--- config.mk ---
export PLATFORM = sky130hd
export DESIGN_NAME = mem_access_ctrl
export DESIGN_NICKNAME = d
export VERILOG_FILES = /design/src/rtl/mem_access_ctrl.sv
export SDC_FILE = /design/constraint.sdc
export NUM_CORES = 1
export LEC_CHECK = 0
export CAP_MARGIN = 30
export CORE_MARGIN = 2
export CORE_UTILIZATION = 39
export DETAILED_ROUTE_END_ITERATION = 16
export GPL_ROUTABILITY_DRIVEN = 0
export PLACE_DENSITY = 0.87
export SYNTH_ARGS = -nofsm -noshare
export SYNTH_HDL_FRONTEND = slang
export SYNTH_SLANG_ARGS = --single-unit
--- constraint.sdc ---
create_clock -name clk -period 1.9 [get_ports clk]
set_input_delay 0.475 -clock clk [delete_from_list [all_inputs] [get_ports clk]]
set_output_delay 0.475 -clock clk [all_outputs]
set_load 0.02 [all_outputs]
--- src/rtl/mem_access_ctrl.sv ---
// MEM-stage sequencer: one req/ack data-memory transaction per load/store,
// freezing the upstream pipeline and bubbling MEM/WB while it is outstanding.
module mem_access_ctrl #(
  parameter int TIMEOUT = 255,
  parameter int CNT_W   = 8
) (
  input  logic        clk,
  input  logic        rst,
  input  logic        MemReadM,
  input  logic        MemWriteM,
  input  logic [31:0] AluOutM,
  input  logic [31:0] WriteDataM,
  input  logic        dmem_ack,
  input  logic [31:0] dmem_rdata,
  output logic        dmem_req,
  output logic        dmem_we,
  output logic [31:0] dmem_addr,
  output logic [31:0] dmem_wdata,
  output logic [31:0] ReadDataM,
  output logic        StallM,
  output logic        BubbleW,
  output logic        MisalignM,
  output logic        bus_err
);

  typedef enum logic [1:0] {S_IDLE, S_BUSY, S_DONE, S_ERR} state_t;

  localparam logic [CNT_W-1:0] LIMIT = CNT_W'(TIMEOUT - 1);

  state_t           r_state;
  logic [CNT_W-1:0] r_cnt;
  logic             r_req;
  logic             r_we;
  logic [31:0]      r_addr;
  logic [31:0]      r_wdata;
  logic [31:0]      r_rdata;
  logic             r_err;

  logic w_access;
  logic w_aligned;
  logic w_idle;
  logic w_issue;

  assign w_access  = MemReadM | MemWriteM;
  assign w_aligned = (AluOutM[1:0] == 2'b00);
  assign w_idle    = (r_state == S_IDLE);
  assign w_issue   = w_idle & w_access & w_aligned;

  always_ff @(posedge clk) begin
    if (rst) begin
      r_state <= S_IDLE;
      r_cnt   <= '0;
      r_req   <= 1'b0;
      r_we    <= 1'b0;
      r_addr  <= '0;
      r_wdata <= '0;
      r_rdata <= '0;
      r_err   <= 1'b0;
    end else begin
      case (r_state)
        S_IDLE: if (w_issue) begin
          r_state <= S_BUSY;
          r_req   <= 1'b1;
          r_we    <= MemWriteM;
          r_addr  <= AluOutM;
          r_wdata <= WriteDataM;
          r_cnt   <= '0;
        end
        // Ack takes priority over the timeout limit on the same cycle.
        S_BUSY: if (dmem_ack) begin
          r_req   <= 1'b0;
          r_state <= S_DONE;
          if (!r_we) r_rdata <= dmem_rdata;
        end else if (r_cnt == LIMIT) begin
          r_req   <= 1'b0;
          r_err   <= 1'b1;
          r_state <= S_ERR;
        end else begin
          r_cnt <= r_cnt + CNT_W'(1);
        end
        S_DONE:  r_state <= S_IDLE;
        S_ERR:   r_state <= S_ERR;
        default: r_state <= S_IDLE;
      endcase
    end
  end

  assign dmem_req   = r_req;
  assign dmem_we    = r_we;
  assign dmem_addr  = r_addr;
  assign dmem_wdata = r_wdata;
  assign ReadDataM  = r_rdata;
  assign bus_err    = r_err;

  // Stall covers the issue cycle in IDLE; DONE is the single release cycle.
  assign StallM    = ~rst & (w_issue | (r_state == S_BUSY) | (r_state == S_ERR));
  assign MisalignM = ~rst & w_idle & w_access & ~w_aligned;
  assign BubbleW   = StallM | MisalignM;

endmodule

# After elaboration in Yosys (flattened, before gate mapping)

Cells that the tools add are included.

Flip-flop bits (word level): 109
Bits of input ports: 101
Output and inout port bits: 102

Muxes and demuxes: 12
$add $sub $neg: 1
Bitwise logic cells: 14
Reductions and logical operators: 9
Eq/ne operators: 8

Operator list:

| cell                  | number |
|---|---|
| $mux W8               | 3 |
| $pmux W8 S2           | 1 |
| $reduce_and A3 Y1     | 3 |
| $add A8 B1 Y8 const B | 1 |
| $eq A8 B8 Y1 const B  | 1 |
| $pmux W2 S4           | 1 |
| $and A1 B1 Y1         | 6 |
| $mux W2               | 3 |
| $eq A2 B2 Y1 const B  | 2 |
| $logic_not A2 Y1      | 2 |
| $ne A2 B2 Y1 const B  | 2 |
| $not A1 Y1            | 4 |
| $or A1 B1 Y1          | 4 |
| $reduce_and A2 Y1     | 2 |
| $reduce_and A4 Y1     | 1 |
| $mux W1               | 3 |
| $ne A3 B3 Y1 const B  | 1 |
| $eq A2 B1 Y1 const B  | 1 |
| $ne A2 B1 Y1 const B  | 1 |
| $pmux W1 S2           | 1 |
| $reduce_bool A2 Y1    | 1 |

# Longest topological paths before layout

Gate-level depths: netlist of the first run.

Depth in word-level cells: 7
Gate-level depth with buffers: 6
Gate-level depth less buffers: 6

# Worst setup path after synthesis of the first run

Ideal clock, no wire load.

Kind: input to output
Start: input port rst
End: output port MisalignM
Data arrival time: 1318 ps
Cell stages on the path: 3
Data required time: 1425 ps
Setup slack: 107 ps
Cells stage by stage: clkbuf_1 clkbuf_1 nor3_1

Word-level cells in the longest chain between the ends: 4

Ends and longest elaborated chain:

| what                        | line | text |
|---|---|---|
| start, declared             | 8    | `input logic rst,` |
| $not A1 Y1                  | 97   | `assign MisalignM = ~rst & w_idle & w_access & ~w_aligned;` |
| $and A1 B1 Y1 (3 in series) | 97   |  |
| end, declared               | 22   | `output logic MisalignM,` |

Every way passes these cells.

# Worst setup path in the final report of the first run

Start: register r_wdata[7], in the netlist dmem_wdata[7]
End: output port dmem_wdata[7]

RTL lines:

| what                   | line | text |
|---|---|---|
| start, declared        | 35   | `logic [31:0] r_wdata;` |
| start signal, assigned | 66   | `r_wdata <= WriteDataM;` |
| end, declared          | 18   | `output logic [31:0] dmem_wdata,` |

No word-level cell between the ends.

==> impl_results.md, run 1 <==
- Met2 usage: 0.3772
- Crit start category: flop
- Post-synth cell types: 30
- Diodes inserted: 0
- Arrival time at the worst endpoint: 1340 ps
- Core ar.: 0.009774 sq mm
- Dpl cell area: 0.006202 sq mm
- Hold/Removal Path Class: reg -> reg
- Ys Warns: 0
- Gr usage total: 0.2067
- F_max: 550.7 MHz
- Areal power density over the cells: 707.1 mW/mm^2
- Dpl hpwl: 8474 microns
- Worst path cell trace: clkdlybuf4s50_1
- Final setup fails: 0
- Grt met3 use: 0.05451
- Pin count of the biggest net entering global routing: 67
- Routed WL: 11550 microns
- Cts bufs inserted: 9
- WP data required: 1420 ps
- Starting density of the core: 0.4012
- Die ar.: 0.01087 sq mm
- Share of the synthesized area in the top cell type: 0.5565
- Worst path top cell family by delay: buffers and inverters
- Crit path max-delay cell type: clkdlybuf4s50_1
- RSZ-0062 raised after global routing: false
- Part of the Yosys area used for sequential elements: 0.5565
- Clock sink count: 109
- IO Pins: 203
- Final Max Tran Viols: 0
- Met1 Resource Use GR: 0.2273
- VDD IR-drop max: 0.4469 mV
- Clock transition at the registers of the reported paths: 90 ps
- Leak: 2.268 nW
- Layout Skew: 13.08 ps
- Syn_nets: 601
- Placed cells: 823
- Vias: 4141
- Core Util, Final: 0.6544
- Final cell count without fillers: 840
- Final worst slack: 84.05 ps
- First-pass GRT wire length: 18660 microns
- Synth area leaders: dfxtp_1 (56%), nand2_1 (18%), a21oi_1 (13%)
- Most numerous cell in the Yosys netlist: nand2_1
- DRC: 0
- Root buffer cell: clkbuf_8
- Least-Margin Pin Slew: 678.3 ps
- Bufs on Longest Clock Path: 2
- Post-Syn Area: 0.003921 sq mm
- Overall power: 4.523 mW
- Area Overhead vs Synth: 63.11%
- Number of core rows: 36
- Port Buffer Count: 202
- Fin crit period: 1816 ps
- Design area: 0.006396 sq mm
- Chip Height: 104.3 microns
- Number of synthesized flops with an enable pin: 0
- Kind of critical path: reg -> out
- Dominant synthesized flop cell: dfxtp_1
- Worst skew pair latency: 360 ps
- Crit Path Max Fanout: 2
- Max Cap Violations: 0
- Asr flop ratio synth: 0
- R2r setup slk: 160 ps
- Post-place setup slack: -559.9 ps
- WP buf/inv: 1
- Initial antenna violation count: 0
- Status: completed
- CP endpoint kind: output port
- DRT Pass-1 Iters: 4
- TritonCTS clock tree: done
- Setup TNS: 0 ps
- Tcrit/Tclk final: 0.9558
- Synth Instances: 498
- Routed Antenna Nets: 0
- Leading area contributor after synthesis: dfxtp_1
- CP max stage delay: 640 ps
- Relative slew slack: 0.5478
- Vias in the first global route: 3962
- Share of cells above drive strength 1: 0.06648
- WL/cell: 13.75 microns
- Initial DRC Count: 180
- Die W: 104.3 microns
- Gr busiest metal: met2
- Vias per std cell: 4.930
- WHS: 455.7 ps
- Congestion Overflow GR: 0
- Fin nets: 805
- Final Hold Fails: 0
- Avg Synthesized Cell Area: 7.874 sq um
- Yosys reg bits: 109
- CTS Hold Bufs: 0
- # H-tree levels: 3
- Synth cell count leaders: nand2_1 (191), dfxtp_1 (109), a21oi_1 (102), clkbuf_1 (29), nor2_1 (9)
## area by class of cell
cell class / count / area [sq um]
clock buffers: 12 / 145.1
clock inverters: 4 / 47.55
fillers: 786 / 3378
inverters: 3 / 11.26
multi-input cells: 352 / 1608
flip-flops and latches: 109 / 2182
well taps: 133 / 166.4
repair buffers: 227 / 2236
## cell families after synthesis
logic type	synth area share
compound gates	0.1611
mux	0.002872
buf+inv	0.03701
flops	0.5565
fa+ha+maj	0.006381
simple gates	0.2361
## sequential cells by signal, indices dropped and copies added (netlist names)
signal,cells
r_cnt,8
dmem_req,1
bus_err,1
dmem_wdata,32
r_state,2
ReadDataM,32
dmem_addr,32
dmem_we,1
## power breakdown
part	leakage, nW	internal [mW]	switching (mW)
Clock	0.0964	0.644	0.737
Sequential	0.885	2.36	0.0393
Combinational	1.29	0.398	0.344
Total	2.27	3.40	1.12
## worst paths after layout
path                              start                          to  depth (start not counted)
max          dmem_wdata[7]$_SDFFE_PP0P_               dmem_wdata[7]                          1
max reg2reg     r_state[0]$_SDFFE_PP0P_       r_cnt[5]$_SDFFE_PP0P_                          6
min reg2reg  ReadDataM[26]$_SDFFE_PP0P_  ReadDataM[26]$_SDFFE_PP0P_                          2
min          ReadDataM[26]$_SDFFE_PP0P_  ReadDataM[26]$_SDFFE_PP0P_                          2
## metal layers
| metal | up-vias | share of wire |
|---|---|---|
| li1 | 2036 | - |
| met1 | 1915 | 0.41 |
| met2 | 167 | 0.50 |
| met3 | 23 | 0.070 |
| met4 | 0 | 0.020 |
| met5 | - | 0 |
## placed cells by master, fill, tap and decap left out, types with 3 or more instances in the layout
master           synthesis  final
a31oi_1                  3      3
inv_1                    3      3
nor3b_1                  3      3
buf_4                    0     25
clkbuf_8                 0     10
clkdlybuf4s50_1          0    193
a21oi_1                102    102
dlygate4sd2_1            0      3
buf_12                   0      3
nor3_1                   8      7
nor2_1                   9      8
o21ai_0                  6      6
nand3_1                  4      4
or3_1                    3      3
nand2_1                191    191
dfxtp_1                109    109
## timing repair
item,CTS,global route
pin swaps,1,3
buffers inserted,1,0
endpoints found under the setup margin,4,5
resized for setup,18,3
endpoints found under the hold margin,0,0
Note: power is estimated with default switching activity, not from simulation.
==> inputs of run 2 (changes only) <==
--- a/config.mk
+++ b/config.mk
@@ -10,7 +10,8 @@
 export CORE_UTILIZATION = 39
 export DETAILED_ROUTE_END_ITERATION = 16
 export GPL_ROUTABILITY_DRIVEN = 0
-export PLACE_DENSITY = 0.87
+export MAX_ROUTING_LAYER = met4
+export PLACE_DENSITY = 0.79
 export SYNTH_ARGS = -nofsm -noshare
 export SYNTH_HDL_FRONTEND = slang
 export SYNTH_SLANG_ARGS = --single-unit
==> run 2 against run 1 <==
Net effect:
- cell count fell by 0.48%
- sequential power barely moved
- wire length fell by 0.71%
- critical path depth did not move
- critical endpoint is now dmem_addr[26]
- highest routed layer unchanged
- global-route usage rose by 0.97 points
- largest cell class unchanged
==> impl_results.md, run 2 (synthesis results as in run 1) <==
- CTS Hold Bufs: 0 (unchanged)
- Most common cell after layout, fill and taps aside: clkdlybuf4s50_1
- Area Overhead vs Synth: 62.73%
- Final setup fails: 0 (unchanged)
- RSZ-0062 raised after global routing: false
- Root buffer cell: clkbuf_8
- WP buf/inv: 1 (unchanged)
- Crit path max-delay cell type: clkdlybuf4s50_1
- First-pass GRT wire length: 18840 microns (+1.0%)
- Initial DRC Count: 252 (+40%)
- Initial antenna violation count: 0 (unchanged)
- Design area: 0.006381 sq mm (-0.23%)
- Congestion Overflow GR: 0 (unchanged)
- Crit start category: flop
- WHS: 457.5 ps (+1.723 ps)
- Arrival time at the worst endpoint: 1350 ps (about the same)
- Core ar.: 0.009774 sq mm (unchanged)
- Fin nets: 803 (-0.25%)
- Starting density of the core: 0.4012 (unchanged)
- DRT Pass-1 Iters: 4 (unchanged)
- CP max stage delay: 650 ps (about the same)
- IO Pins: 203 (unchanged)
- Commonest cells after routing, fill and taps aside: clkdlybuf4s50_1 (193), nand2_1 (191), dfxtp_1 (109)
- VDD IR-drop max: 0.4160 mV (-6.9%)
- Final Max Tran Viols: 0 (unchanged)
- Setup TNS: 0 ps (unchanged)
- Fin crit period: 1821 ps (+5.459 ps)
- Bufs on Longest Clock Path: 2 (unchanged)
- Leak: 2.260 nW (-0.34%)
- Worst path cell trace: clkdlybuf4s50_1
- Gr usage total: 0.2165 (+0.009737)
- Kind of critical path: reg -> out
- Vias in the first global route: 3980 (+0.45%)
- Final Hold Fails: 0 (unchanged)
- Relative slew slack: 0.3992 (-0.1486)
- Vias per std cell: 4.835 (-1.9%)
- Dpl cell area: 0.006180 sq mm (-0.36%)
- Tcrit/Tclk final: 0.9586 (+0.002873)
- Pin count of the biggest net entering global routing: 88 (+31%)
- Hold/Removal Path Class: reg -> reg
- Clock sink count: 109 (unchanged)
- Routed Antenna Nets: 0 (unchanged)
- TritonCTS clock tree: done
- Routed WL: 11460 microns (-0.71%)
- Clock transition at the registers of the reported paths: 90 ps (about the same)
- Chip Height: 104.3 microns (unchanged)
- Status: completed
- Worst path top cell family by delay: buffers and inverters
- DRC: 0 (unchanged)
- CP endpoint kind: output port
- Max Cap Violations: 0 (unchanged)
- Dpl hpwl: 8260 microns (-2.5%)
- F_max: 549.0 MHz (-0.30%)
- Layout Skew: 6.121 ps (-6.962 ps)
- Die ar.: 0.01087 sq mm (unchanged)
- Worst skew pair latency: 350 ps (about the same)
- Diodes inserted: 0 (unchanged)
- Crit Path Max Fanout: 2 (unchanged)
- Die W: 104.3 microns (unchanged)
- Number of core rows: 36 (unchanged)
- Vias: 4042 (-2.4%)
- Areal power density over the cells: 713.6 mW/mm^2 (+0.91%)
- Cts bufs inserted: 9 (unchanged)
- # H-tree levels: 3 (unchanged)
- WP data required: 1420 ps (about the same)
- Least-Margin Pin Slew: 901.2 ps (+222.9 ps)
- Share of cells above drive strength 1: 0.06259 (-0.003889)
- Overall power: 4.554 mW (+0.68%)
- Port Buffer Count: 202 (unchanged)
- WL/cell: 13.71 microns (-0.24%)
run 2: cell type report:
type,count,area [sq um]
Clock inverter,1,30.03
Tap cell,133,166.4
Clock buffer,13,168.9
Timing Repair Buffer,225,2215
Fill cell,833,3393
Multi-Input combinational cell,352,1608
Sequential cell,109,2182
Inverter,3,11.26
run 2: report_power, final:
group | switching [mW] | internal [mW] | total (mW)
clock network | 0.712 | 0.705 | 1.42
registers | 0.0385 | 2.36 | 2.40
logic | 0.343 | 0.394 | 0.737
run 2: stage by stage:
stage	std cells	setup WS (ps)	util
after global routing	836	22.50	0.6528
after CTS	836	9.669	0.6532
after detailed placement	820	-607.0	0.6322
final	836	78.60	0.6528
after global placement	820	-516.7	0.6322
after floorplan	498	107.4	-
run 2: worst paths after layout:
check / from / endpoint / slack, ps / cells past startpoint
worst max register to register: r_state[1]$_SDFFE_PP0P_ / r_cnt[5]$_SDFFE_PP0P_ / 170 / 6
worst min register to register: dmem_wdata[20]$_SDFFE_PP0P_ / dmem_wdata[20]$_SDFFE_PP0P_ / 460 / 2
worst min-delay path: dmem_wdata[20]$_SDFFE_PP0P_ / dmem_wdata[20]$_SDFFE_PP0P_ / 460 / 2
worst max-delay path: dmem_addr[26]$_SDFFE_PP0P_ / dmem_addr[26] / 80 / 1
run 2: layer usage:
layer	up-vias	global-route usage	wire length, microns
li1	2034	-	-
met1	1805	0.2725	5040
met2	173	0.3511	5458
met3	30	0.03258	655
met4	0	0.08398	310
met5	-	-	0
run 2: what timing repair did:
action / CTS / global route
pin swaps: 2 / 0
endpoints found under the hold margin: 0 / 0
setup endpoints to repair: 3 / 2
gates resized for setup: 19 / 2
buffers inserted: 2 / 0
run 2: tightest hold or removal path: cells and delay by family (launching register included):
family	cells	cell delay, ps
flip-flops	1	320
AND/OR/NAND/NOR	1	50
AO/OA/AOI/OAI	1	50
==> edit 1, RTL diff (settings of run 2) <==
`CNT_W`: 8 -> 10.
--- a/src/rtl/mem_access_ctrl.sv
+++ b/src/rtl/mem_access_ctrl.sv
@@ -4,3 +4,3 @@
   parameter int TIMEOUT = 255,
-  parameter int CNT_W   = 8
+  parameter int CNT_W   = 10
 ) (
Check against the original RTL: same outputs for any inputs over 4 cycles, from zero or initial values and one cycle with rst high; that may be too few to reach the edited logic, so the function may still have changed.
==> edit 1 against run 2 <==
- routed wire length is 2.2% higher
- worst setup slack better by 0.0020 ns
- sequential power is 2% higher
- register-to-register slack got worse by 0.06 ns
- power about the same
- synthesized cell count grew 3.8%
- sequential cell count up 2
- non-clock buffer count shrank 1
- area after synthesis increased by 4.2%
- final area rose by 2.2%
- maximum frequency rose by 0.11%
- largest cell class is now flip-flops and latches
==> edit 1: results (changes against run 2) <==
antenna_cells: 0  # unchanged
numCtsBuffers: 9  # unchanged
r2r_slack_ns: 0.11  # was 0.17 ns
hold_viol_final: 0  # unchanged
p_int_mw: 3.41  # was 3.46 mW
async_flop_share_pct: 0  # unchanged
placed_area_um2: 6320  # was 6180 um2
dpl.hpwl_mm: 8.37  # was 8.26 mm
crit_slowest_cell: "clkdlybuf4s50_1"  # unchanged
final_max_slew_viol_count: 0  # unchanged
portBuffers: 202  # unchanged
ys_top_cells_by_count: "nand2_1, dfxtp_1, a21oi_1, clkbuf_1, buf_2"  # was nand2_1, dfxtp_1, a21oi_1, clkbuf_1, nor2_1
final_layout_size_suffix_gt1_share_pct: 7.51  # was 6.26%
clk_pin_slew_ns: 0.10
hold_path.class: "reg2reg"  # unchanged
routedWlPerCell_um: 13.7  # about the same
h-tree-depth: 3  # unchanged
synth_cell_type_count: 34  # was 30
critPathMaxFanout: 2  # unchanged
grt_pass1_wl_mm: 18.7  # was 18.8 mm
irDropWorstVdd_v: 0.000358  # was 0.000416 V
root_buffer: "clkbuf_8"  # unchanged
outcome: "complete, no violations"  # unchanged
vias_per_cell: 4.91  # was 4.83
p_leak_nw: 2.30  # was 2.26 nW
gr-usage-all-layers_pct: 20.7  # was 21.6%
clock_latency_ns: 0.36
synthTopCellsByArea: "dfxtp_1, nand2_1, a21oi_1"  # unchanged
yosys_warnings: 0  # unchanged
grt_antenna_before_repair: 0  # unchanged
cts_buffer_depth: 2  # unchanged
grt_pass1_vias: 4033  # was 3980
synthFlopType: "dfxtp_1"  # unchanged
critPathTopFamily: "buffers and inverters"  # unchanged
seq_area_frac_synth_pct: 54.4  # was 55.6%
firstDrtPassIters: 4  # unchanged
drtIter0Drc: 216  # was 252
fin_worst_skew_ns: 0.00808  # was 0.00612 ns
critical_path.max_stage_delay_ns: 0.63  # was 0.65 ns
syn-num-nets: 620  # was 601
final_nets: 818  # was 803
relSlewSlack_pct: 56.4  # was 39.9%
grt_max_degree: 66  # was 88
edit 1: cell types whose count changed in the layout (fill, tap and decap cells not counted), sizes merged, moves of 3 or more:
cell / run 2 / this run
nor3: 8 / 4
a21oi: 102 / 106
nand2: 191 / 195
inv: 3 / 6
or4: 1 / 4
edit 1: cell families after synthesis:
| logic type | count (synthesis) | share of synthesized area [%] |
|---|---|---|
| AOI/OAI and AO/OA | 125 | 16.4 |
| and+or+nand+nor | 236 | 24.3 |
| DFF | 111 | 54.4 |
| adders and majority gates | 2 | 0.612 |
| buffers and inverters | 43 | 4.26 |
edit 1: final timing paths:
| kind | start | to | depth (start not counted) |
|---|---|---|---|
| max reg2reg | r_cnt[0] | r_cnt[4] | 7 |
| max | bus_err | bus_err | 1 |
| min | dmem_wdata[22] | dmem_wdata[22] | 2 |
| min reg2reg | dmem_wdata[22] | dmem_wdata[22] | 2 |
edit 1: metal layers:
layer / part of all wire (%) / vias up / GRT usage (%)
li1: - / 2102 / -
met3: 6.5 / 23 / 4.60
met5: 0 / - / -
met4: 2.6 / 0 / 9.30
met2: 50 / 141 / 34.4
met1: 41 / 1933 / 24.1
edit 1: cell type report:
class | count | area, um2
Fill cell | 869 | 3710
Clock inverter | 4 | 47.5
Inverter | 6 | 22.5
Sequential cell | 111 | 2220
Clock buffer | 11 | 131
Multi-Input combinational cell | 363 | 1730
Tap cell | 136 | 170
Timing Repair Buffer | 224 | 2200
edit 1: power groups by stage:
stage	clock, mW	sequential (mW)	combinational, mW
3_3_place_gp	0	2.49	0.745
4_1_cts	1.40	2.45	0.765
6_report	1.35	2.44	0.761
5_1_grt	1.48	2.45	0.817
3_5_place_dp	0	2.50	0.758
2_1_floorplan	0	2.59	0.215
edit 1: metrics by stage:
stage / power (mW) / hold slack, ns / setup slack (ns) / TNS [ns] / instances
floorplan: 2.80 / 0.448 / 0.0262 / 0 / 517
global placement: 3.24 / 0.441 / -0.667 / -23.91 / 840
detailed placement: 3.26 / 0.446 / -0.718 / -28.20 / 840
CTS: 4.61 / 0.460 / 0.0586 / 0 / 855
global route: 4.75 / 0.469 / -0.00216 / -0.00216 / 855
finish: 4.55 / 0.458 / 0.0806 / 0 / 855
edit 1: tightest hold or removal path: stages (launching register included):
cell and delay [ns]:
dfxtp_1 0.32, nand2_1 0.05, a21oi_1 0.05
edit 1: what timing repair did:
item,in CTS,in global routing
setup buffers,0,0
cloned,0,0
endpoints found under the hold margin,0,0
pin swaps,4,1
endpoints found under the setup margin,8,1
gates resized for setup,29,1
==> edit 2, RTL diff (flow settings as in run 2) <==
Made on the original files. Re-encode `state_t` (4 states) as Gray code, 2 bits wide.
--- a/src/rtl/mem_access_ctrl.sv
+++ b/src/rtl/mem_access_ctrl.sv
@@ -25,3 +25,3 @@
 
-  typedef enum logic [1:0] {S_IDLE, S_BUSY, S_DONE, S_ERR} state_t;
+  typedef enum logic [1:0] {S_IDLE = 2'b00, S_BUSY = 2'b01, S_DONE = 2'b11, S_ERR = 2'b10} state_t;
 
Function: no difference found for any inputs over 4 cycles, from zero or initial values and one cycle with rst high; so few cycles prove little.
==> edit 2 against run 2 <==
- the flow now finishes with violations (setup timing)
- routed wire length is 5.8% higher
- area after synthesis is 5.3% higher
- final area is 4.4% higher
- maximum frequency is 5.3% lower
- sequential cell count stayed put
- worst setup slack worse by 0.10 ns
Power is not compared: it rests on default switching activity, and its combinational part moved more than twofold at a synthesized area within 25%.
==> edit 2: results (changes against run 2) <==
relSlewSlack_pct: 57.5  # was 39.9%
max_cap_violations: 0  # unchanged
placed_area_um2: 6370  # was 6180 um2
root_buffer: "clkbuf_8"  # unchanged
ys_top_cells_by_count: "nand2_1, dfxtp_1, a21oi_1, clkbuf_1, buf_4"  # was nand2_1, dfxtp_1, a21oi_1, clkbuf_1, nor2_1
outcome: "finished, violations left"  # was complete, no violations
grt_pass1_vias: 4100  # was 3980
async_flop_share_pct: 0  # unchanged
synthTopCellsByArea: "dfxtp_1, nand2_1, a21oi_1"  # unchanged
hold_path.class: "reg2reg"  # unchanged
arrival_ns: 1.45  # was 1.35 ns
violations: "setup timing"
setup_ws_ns: -0.0237  # was 0.0786 ns
synth_cell_type_count: 39  # was 30
p_leak_nw: 2.35
drc: 0  # unchanged
drtIter0Drc: 235  # was 252
final_nets: 825  # was 803
final_layout_size_suffix_gt1_share_pct: 9.13  # was 6.26%
fin_worst_skew_ns: 0.00962  # was 0.00612 ns
dp_slack_ns: -0.588  # was -0.607 ns
worstHoldEndpoint: "dmem_addr[27]"  # was dmem_wdata[20]
setup_viol: 1  # was 0
rr_endpoint: "dmem_addr[29]"  # was r_cnt[5]
cts_buffer_depth: 2  # unchanged
reg2reg_from: "r_state[1]"  # unchanged
whs_path_depth: 2  # unchanged
syn-num-nets: 622  # was 601
seq_area_frac_synth_pct: 52.8  # was 55.6%
yosys_warnings: 0  # unchanged
grt_pass1_wl_mm: 19.3  # was 18.8 mm
dpl.hpwl_mm: 8.86  # was 8.26 mm
gr-usage-all-layers_pct: 21.6  # about the same
firstDrtPassIters: 4  # unchanged
r2r_cells: 7  # was 6
clk_pin_slew_ns: 0.10
r2r_slack_ns: 0.11  # was 0.17 ns
irDropWorstVdd_v: 0.000669
worst_hold_slack_ns: 0.459  # was 0.457 ns
routed-via-count: 4192  # was 4042
routedWlPerCell_um: 14.1  # was 13.7 um
worstHoldStart: "dmem_addr[27]"  # was dmem_wdata[20]
grt_max_degree: 64  # was 88
numCtsBuffers: 9  # unchanged
synthFlopType: "dfxtp_1"  # unchanged
==> edit 2: changes by cell type in the layout (fill, tap and decap cells not counted), moves of 3 or more <==
cell and delta:
o211ai_1 +5, buf_6 +3, nor2_1 -4, a31oi_1 -3, o21ai_1 +3, or3_1 -3
a21oi_1 -3, nand2_1 +4
==> edit 2: worst max path at each step <==
stage | from | endpoint | cells after the start
after CTS | r_state[0] | MisalignM | 5
after floorplan | r_state[0] | StallM | 7
after detailed placement | MemWriteM | StallM | 5
final | AluOutM[0] | StallM | 5
after global placement | MemReadM | StallM | 5
after global routing | r_state[0] | StallM | 6
==> edit 2: critical path: stages <==
cell             delay, ns
clkdlybuf4s50_1       0.44
nor2_2                0.20
nand2b_4              0.08
a21oi_4               0.12
buf_6                 0.13
==> edit 2: logic make-up (layout without fill, tap and decap cells) <==
family / after synthesis / count (layout) / synth area share (%)
simple gates: 230 / 230 / 22.8
compound gates: 127 / 127 / 17.1
flops: 109 / 109 / 52.8
buf+inv: 42 / 250 / 5.21
fa+ha+maj: 6 / 6 / 1.82
mux: 1 / 1 / 0.242
==> edit 2: metrics by stage <==
stage,setup TNS [ns],std cells
floorplan,0,515
global placement,-16.61,842
detailed placement,-21.32,842
CTS,-0.0336,858
global route,-0.132,859
finish,-0.0237,859
==> edit 2: layer usage <==
| metal | GRT usage [%] | share of wire, % | up-vias |
|---|---|---|---|
| met5 | - | 0 | - |
| met4 | 7.24 | 1.6 | 0 |
| met3 | 6.38 | 7.9 | 17 |
| met2 | 37.3 | 50 | 155 |
| met1 | 23.8 | 41 | 1920 |
| li1 | - | - | 2100 |
==> edit 2: report_power, final <==
part           total (mW)  switching, mW  internal, mW
combinational        2.41           1.25          1.16
sequential           2.67          0.140          2.53
clock                1.39          0.842         0.545
total                6.47           2.23          4.23
==> edit 2: repair_timing <==
| item | CTS | global route |
|---|---|---|
| setup buffers | 1 | 1 |
| resized for setup | 37 | 5 |
| hold buffers | 0 | 0 |
| setup endpoints to repair | 9 | 7 |
| pin swaps | 3 | 1 |
==> edit 2: final cells by class <==
class                      instances  area (um2)
clock buffer                      11         141
sequential                       109        2190
multi-input combinational        364        1810
inverter                           7        31.3
fill                             855        3660
timing repair buffer             227        2260
tap                              136         170
clock inverter                     5        52.6
